[config.mk]
export PLATFORM = sky130hd
export DESIGN_NAME = conv3x3_pe
export DESIGN_NICKNAME = d
export VERILOG_FILES = /design/src/rtl/conv3x3_pe.sv
export SDC_FILE = /design/constraint.sdc
export NUM_CORES = 2
export LEC_CHECK = 0
export ABC_AREA = 1
export BUFFER_PORTS_ARGS = -buffer_cell sky130_fd_sc_hd__buf_2
export CAP_MARGIN = 10
export CORE_MARGIN = 1
export CORE_UTILIZATION = 40
export DETAILED_ROUTE_END_ITERATION = 7
export GPL_TIMING_DRIVEN = 0
export PLACE_DENSITY = 0.6
export SYNTH_ARGS = -nofsm -noshare
export SYNTH_HDL_FRONTEND = slang
export SYNTH_SLANG_ARGS = --single-unit
[constraint.sdc]
create_clock -name clk -period 10 [get_ports clk]
set_clock_uncertainty 0.15 [all_clocks]
set_input_delay 1 -clock clk [delete_from_list [all_inputs] [get_ports clk]]
set_output_delay 1 -clock clk [all_outputs]
set_load 0.02 [all_outputs]
[src/rtl/conv3x3_pe.sv]
// conv3x3_pe: 3x3 convolution processing element with raster position
// tracking, a ten-entry coefficient register file and a four-stage
// multiply / reduce / bias / ReLU-shift-saturate pipeline.
//
// stage | contents
// S1    | nine tap*weight products
// S2    | three partial sums of three products
// S3    | total plus bias
// S4    | ReLU, arithmetic shift, saturate to 8 bits (out_pix)
module conv3x3_pe #(
  parameter int IMG_W = 30,
  parameter int IMG_H = 30,
  parameter int SHIFT = 7
) (
  input  logic       clk,
  input  logic       rst_n,
  input  logic       pix_valid,
  input  logic [7:0] win1,
  input  logic [7:0] win2,
  input  logic [7:0] win3,
  input  logic [7:0] win4,
  input  logic [7:0] win5,
  input  logic [7:0] win6,
  input  logic [7:0] win7,
  input  logic [7:0] win8,
  input  logic [7:0] win9,
  input  logic       w_we,
  input  logic [3:0] w_addr,
  input  logic [7:0] w_data,
  output logic       out_valid,
  output logic [7:0] out_pix,
  output logic       frame_done,
  output logic       busy
);

  localparam int CW = (IMG_W > 4) ? $clog2(IMG_W) : 2;
  localparam int RW = (IMG_H > 4) ? $clog2(IMG_H) : 2;
  localparam logic [CW-1:0] COL_LAST = CW'(IMG_W - 1);
  localparam logic [RW-1:0] ROW_LAST = RW'(IMG_H - 1);
  localparam logic [CW-1:0] COL_ACC0 = CW'(2);
  localparam logic [RW-1:0] ROW_ACC0 = RW'(2);

  logic [CW-1:0]      col_q, col_d;
  logic [RW-1:0]      row_q, row_d;
  logic signed [7:0]  coef_q [10];
  logic signed [7:0]  coef_d [10];
  logic [7:0]         tap [9];
  logic               accept, accept_last;

  logic               v1_q, v1_d, v2_q, v2_d, v3_q, v3_d, ov_q, ov_d;
  logic               last1_q, last1_d, last2_q, last2_d, last3_q, last3_d;
  logic               fd_q, fd_d;
  logic signed [16:0] prod_q [9];
  logic signed [16:0] prod_d [9];
  logic signed [18:0] psum_q [3];
  logic signed [18:0] psum_d [3];
  logic signed [20:0] total_q, total_d;
  logic [20:0]        shifted;
  logic [7:0]         out_pix_q, out_pix_d;

  // gather the window taps, oldest first
  always_comb begin
    tap[0] = win1;
    tap[1] = win2;
    tap[2] = win3;
    tap[3] = win4;
    tap[4] = win5;
    tap[5] = win6;
    tap[6] = win7;
    tap[7] = win8;
    tap[8] = win9;
  end

  // raster position: advances only on pix_valid, wraps at frame end
  always_comb begin
    col_d = col_q;
    row_d = row_q;
    if (pix_valid) begin
      if (col_q == COL_LAST) begin
        col_d = '0;
        if (row_q == ROW_LAST) row_d = '0;
        else                   row_d = row_q + 1'b1;
      end else begin
        col_d = col_q + 1'b1;
      end
    end
  end

  // a window is complete once two full rows and two columns are behind it
  always_comb begin
    accept      = pix_valid && (row_q >= ROW_ACC0) && (col_q >= COL_ACC0);
    accept_last = accept && (row_q == ROW_LAST) && (col_q == COL_LAST);
  end

  // busy covers both a partially received frame and a non-empty pipeline
  assign busy = (col_q != '0) || (row_q != '0) || v1_q || v2_q || v3_q || ov_q;

  // coefficient register file; index 9 is the bias, 10..15 decode to nothing
  always_comb begin
    coef_d = coef_q;
    if (w_we && !busy) begin
      for (int k = 0; k < 10; k++) begin
        if (w_addr == 4'(k)) coef_d[k] = w_data;
      end
    end
  end

  // valid and end-of-frame markers travel alongside the data
  always_comb begin
    v1_d    = accept;
    last1_d = accept_last;
    v2_d    = v1_q;
    last2_d = last1_q;
    v3_d    = v2_q;
    last3_d = last2_q;
    ov_d    = v3_q;
    fd_d    = v3_q && last3_q;
  end

  // S1: unsigned taps times signed weights
  always_comb begin
    prod_d = prod_q;
    if (accept) begin
      for (int k = 0; k < 9; k++) begin
        prod_d[k] = $signed({9'b0, tap[k]}) * $signed({{9{coef_q[k][7]}}, coef_q[k]});
      end
    end
  end

  // S2: reduce nine products to three row sums
  always_comb begin
    psum_d = psum_q;
    if (v1_q) begin
      for (int j = 0; j < 3; j++) begin
        psum_d[j] = 19'(prod_q[3*j]) + 19'(prod_q[3*j+1]) + 19'(prod_q[3*j+2]);
      end
    end
  end

  // S3: final sum plus bias; bias cannot change while anything is in flight
  always_comb begin
    total_d = total_q;
    if (v2_q) begin
      total_d = 21'(psum_q[0]) + 21'(psum_q[1]) + 21'(psum_q[2]) + 21'(coef_q[9]);
    end
  end

  // S4: ReLU, scale down, clamp to 8 bits; hold the last result otherwise
  always_comb begin
    out_pix_d = out_pix_q;
    shifted   = '0;
    if (v3_q) begin
      if (total_q[20]) begin
        out_pix_d = 8'd0;
      end else begin
        shifted   = total_q >>> SHIFT;
        out_pix_d = (shifted > 21'd255) ? 8'hFF : shifted[7:0];
      end
    end
  end

  // all state registers, cleared asynchronously
  always_ff @(posedge clk or negedge rst_n) begin
    if (!rst_n) begin
      col_q     <= '0;
      row_q     <= '0;
      v1_q      <= 1'b0;
      v2_q      <= 1'b0;
      v3_q      <= 1'b0;
      ov_q      <= 1'b0;
      last1_q   <= 1'b0;
      last2_q   <= 1'b0;
      last3_q   <= 1'b0;
      fd_q      <= 1'b0;
      total_q   <= '0;
      out_pix_q <= '0;
      for (int k = 0; k < 10; k++) coef_q[k] <= '0;
      for (int k = 0; k < 9; k++)  prod_q[k] <= '0;
      for (int j = 0; j < 3; j++)  psum_q[j] <= '0;
    end else begin
      col_q     <= col_d;
      row_q     <= row_d;
      v1_q      <= v1_d;
      v2_q      <= v2_d;
      v3_q      <= v3_d;
      ov_q      <= ov_d;
      last1_q   <= last1_d;
      last2_q   <= last2_d;
      last3_q   <= last3_d;
      fd_q      <= fd_d;
      total_q   <= total_d;
      out_pix_q <= out_pix_d;
      coef_q    <= coef_d;
      prod_q    <= prod_d;
      psum_q    <= psum_d;
    end
  end

  assign out_valid  = ov_q;
  assign out_pix    = out_pix_q;
  assign frame_done = fd_q;

endmodule

# Word level (Yosys, flattened, before mapping)
# Index checks and enable logic that the tools add are counted.
[totals] register_bits=337 out_inout_bits=11 elab_cells=98
[op_classes] n_addsub=11 multipliers=9 order_cmp=3 eq_ne=11 mux=4 n_reduce_logical=26
[op_table] operator="multiplier 9 x 8 -> 17 bit" n=9
[op_table] operator="adder 18 x 17 -> 19 bit" n=3
[op_table] operator="adder 17 x 17 -> 18 bit" n=3
[op_table] operator="AND reduction 2 bit" n=11
[op_table] operator="adder 20 x 19 -> 21 bit" n=1
[op_table] operator="adder 21 x 8 -> 21 bit" n=1
[op_table] operator="greater-than comparator 21 x 8 -> 1 bit (second input constant)" n=1
[op_table] operator="adder 19 x 19 -> 20 bit" n=1
[op_table] operator="equality test 4 x 3 -> 1 bit (second input constant)" n=4
[op_table] operator="two-way mux 8 bit" n=2
[op_table] operator="adder 5 x 1 -> 5 bit (second input constant)" n=2
[op_table] operator="equality test 5 bit (second input constant)" n=2
[op_table] operator=">= comparator 5 x 2 -> 1 bit (second input constant)" n=2
[op_table] operator="two-way mux 5 bit" n=2
[op_table] operator="nonzero test 5 bit" n=2
[op_table] operator="equality test 4 x 2 -> 1 bit (second input constant)" n=2
[op_table] operator="equality test 4 bit (second input constant)" n=2
[op_table] operator="logical AND 1 bit" n=6
[op_table] operator="logical OR 1 bit" n=5
[op_table] operator="equality test 4 x 1 -> 1 bit (second input constant)" n=1
[op_table] operator="zero test 4 bit" n=1
[op_table] operator="zero test 1 bit" n=1

# Logic depth before layout (Yosys ltp)
[logic_depth] depth_word=9 mapped_depth=22 mapped_depth_nobuf=21

# Least setup slack after synthesis
# OpenSTA, ideal clock, no wires.
[synth_path] kind="input to register" start="input port win4[0]" end="register prod_q[95] (netlist bit)" arrival_time_ps=4635 t_required_ps=9733 slack_ps=5098 stages=17 path_cell_list="clkbuf_1 > or2_2 > fa_1 > fa_1 > inv_1 > fa_1 > inv_1 > fa_1 > inv_1 > ha_1 > a21oi_1 > o21ai_0 > a21oi_1 > inv_1 > or2_2 > nand3_1 > nand2_1"
[synth_between] elab_chain_cells=1
[synth_lines] item="start: declaration" line_no="21" text="input logic [7:0] win4,"
[synth_lines] item="multiplier 9 x 8 -> 17 bit" line_no="125" text="prod_d[k] = $signed({9'b0, tap[k]}) * $signed({{9{coef_q[k][7]}}, coef_q[k]});"
[synth_lines] item="end signal: assignment" line_no="194" text="prod_q <= prod_d;"
[synth_lines] item="end: declaration" line_no="53" text="logic signed [16:0] prod_q [9];"
# Every way passes these cells.
# A chain may end at the register's enable or synchronous reset.

# Final worst setup path
[layout_path] start="input port win4[5]" end="register prod_q[101] (netlist bit)"
# The elaborated chain is that of the path after synthesis.

==> run summary <==
TritonCTS buffer count - 40
Gates resized, CTS repair - 0
Post-synth EDFFs - 0
met3 Use GR - 0.0354
root buffer cell - clkbuf_16
detailed router's first-iteration violation count - 2032
Max-Cap Viols - 0
Final Max Tran Viols - 0
post-synthesis cell type count - 40
CTS Sinks - 330
share of cells above drive strength 1 - 0.0420
met1 Use GR - 0.317
status - finished, violations left
cell family with most CP delay - adder cells
I/O Buffers - 25
Async S/R FF share, synth - 1.00
GRT overflow - 0
Largest stage delay, worst path - 0.54 ns
Max Fclk - 205 MHz
clk_lat worst skew - 0.60 ns
Die X - 315 µm
Final Net Count - 6136
Avg Vias per Cell - 4.93
top cell type's share of synthesized area - 0.217
Top FF cell, synth - dfrtp_1
DRT Wirelength - 109000 µm
CP cell instances - clkbuf_1 > nand2_1 > fa_1 > fa_1 > inv_1 > fa_1 > inv_1 > fa_1 > inv_1 > ha_1 > a21oi_1 > o21ai_0 > nand3_1 > nand4_1 > nand3_1 > nand2_1
failing checks - design-rule violations
hpwl dp - 88400 µm
max_slew headroom - 0.166
Yosys warning count - 0
first-pass GRT wire length - 174000 µm
Hold Crit Class - reg -> reg
# IOs - 99
Most Crowded Layer GR - met2
Die Height - 315 µm
most common cell in the synthesized netlist - nand2_1
Mapped Avg Cell Area - 7.72 µm²
met2 usage - 0.359
crit share post-route - 0.488
routed vias - 31910
drt pass-1 iters - 8
syn nets - 6064
Std-Cell Rows - 114
Core ar. - 97000 µm²
Setup Crit Path Kind - in -> reg
Final setup viols - 0
Final min period - 4.88 ns
Post-Syn Area - 39300 µm²
CTS tree - built
Worst Tran Pin Value - 1.24 ns
Seq cells post-synth - 330
RSZ-0062 raised after global routing - false
vias in the first global route - 31579
Max Root-Sink Buffers - 3
htree depth - 2
clk slew on worst S/H paths - 0.07 ns
Hold Buf Count CTS - 0
nature of the critical path endpoint - flip-flop
WHS - 0.200 ns
sequential cell area fraction in the yosys report - 0.210
cell count after synthesis - 5087
TNS Setup - 0 ns
Design Area, Final - 42500 µm²
dpl cell area - 41100 µm²
die footprint - 99400 µm²
Startpoint Class - input port
total setup buffers inserted after CTS - 0
Pleak - 25.7 nW
top post-synthesis cells by area - fa_1 22%, dfrtp_1 21%, ha_1 15%, nand2_1 13%, inv_1 10%
slowest CP cell - fa_1
IR drop worst, VDD - 0.110 mV
Initial Util - 0.405
synthesis-to-layout area growth - 8.27%
Final Hold Fails - 0
Worst Path Buf+Inv - 4
routed len/inst - 16.8 µm
CP arrival - 5.21 ns
Worst EP required - 10.33 ns
largest net degree at the start of global routing - 87
Post-synth top cells - 1338 x nand2_1, 1082 x inv_1, 464 x ha_1
Overall Global Routing Usage - 0.224
DRT antenna net count - 0
DRC - 9
initial antenna violation count - 4
area leader, netlist - fa_1
RePlAce Congestion - 0.907
peak fanout along the critical path - 8
pwr dens - 87.1 nW/µm²
power consumption - 0.00370 W
CP most frequent cell - fa_1
==> metal layers <==
layer / wire length (µm) / vias to the layer above
met2: 49000 / 688
met4: 2360 / 4
met1: 50700 / 15427
li1: - / 15690
met3: 6490 / 101
met5: 27 / -
==> final timing paths <==
check	from	to	slack, ns	cells past startpoint
max in group asynchronous	rst_n	prod_q[125]	8.53	2
worst min register to register	last1_q	last2_q	0.20	0
worst max-delay path	win4[5]	prod_q[101]	5.12	16
min in group asynchronous	rst_n	col_q[0]	0.24	1
worst min-delay path	last1_q	last2_q	0.20	0
worst max register to register	coef_q[55]	prod_q[101]	5.14	16
==> sequential cells by signal (all words and copies together), names as in the netlist <==
register    cells
last3_q         1
total_q        14
coef_q         80
last2_q         1
row_q           5
col_q           5
ov_d            1
psum_q         57
v2_q            1
frame_done      1
last1_q         1
v1_q            1
out_pix         8
out_valid       1
prod_q        153
==> layout by cell type (no fill, tap or decap), types with 8 or more instances in the layout <==
cell type / synthesis / routed
o21a_1: 25 / 25
clkinv_2: 0 / 8
nor3_1: 34 / 34
a31oi_1: 10 / 10
nand2_1: 1338 / 1338
o22ai_1: 11 / 11
nand3_1: 263 / 263
nor2_4: 8 / 8
clkinv_1: 17 / 17
o21ai_1: 24 / 24
dfrtp_1: 330 / 330
clkbuf_16: 0 / 40
buf_6: 20 / 20
inv_1: 1082 / 1082
o21ai_0: 160 / 160
o21bai_1: 34 / 34
nor2_1: 233 / 233
nand4_1: 43 / 43
buf_2: 23 / 47
ha_1: 464 / 464
a21oi_1: 220 / 220
xor2_1: 18 / 18
o21ai_2: 8 / 8
nand3b_1: 18 / 18
fa_1: 425 / 425
clkbuf_1: 149 / 153
or2_2: 52 / 52
xnor2_1: 37 / 37
a211o_1: 11 / 11
==> cells by family after synthesis <==
group / share of synthesized area
adder cells (fa/ha/maj): 0.364
AO/OA/AOI/OAI: 0.0725
AND/OR/NAND/NOR: 0.212
buffers and inverters: 0.128
XOR/XNOR: 0.0123
flip-flops: 0.210
==> through the flow <==
step | setup slack, ns | instances | util
4_1_cts | 5.13 | 6463 | 0.438
6_report | 5.12 | 6467 | 0.438
3_3_place_gp | 0.889 | 6388 | 0.423
3_5_place_dp | 4.54 | 6393 | 0.424
2_1_floorplan | 5.10 | 5087 | -
5_1_grt | 4.83 | 6464 | 0.438
==> power breakdown <==
group	switching (W)	internal, W	total (W)	leakage [nW]
registers	0.0000658	0.00140	0.00147	4.54
clock network	0.000640	0.000940	0.00158	0.670
logic	0.000486	0.000173	0.000659	20.5
==> worst register-to-register path: stages, from the launching register on <==
cell and delay, ns:
dfrtp_1 0.38, clkinv_1 0.29, or2_2 0.40, fa_1 0.47
fa_1 0.49, inv_1 0.05, fa_1 0.47, inv_1 0.05
fa_1 0.54, inv_1 0.04, ha_1 0.35, a21oi_1 0.23
o21ai_0 0.21, nand3_1 0.17, nand4_1 0.11, nand3_1 0.25
nand2_1 0.09
==> cell type report <==
cell class | instances | area [µm²]
Sequential cell | 330 | 8260
Timing Repair Buffer | 30 | 260
Antenna cell | 4 | 10.0
Tap cell | 1276 | 1600
Multi-Input combinational cell | 3463 | 26000
Clock buffer | 47 | 1060
Inverter | 1100 | 4130
Clock inverter | 23 | 323
Buffer | 194 | 907
Fill cell | 9926 | 54500
Note: power is estimated with default switching activity, not from simulation.
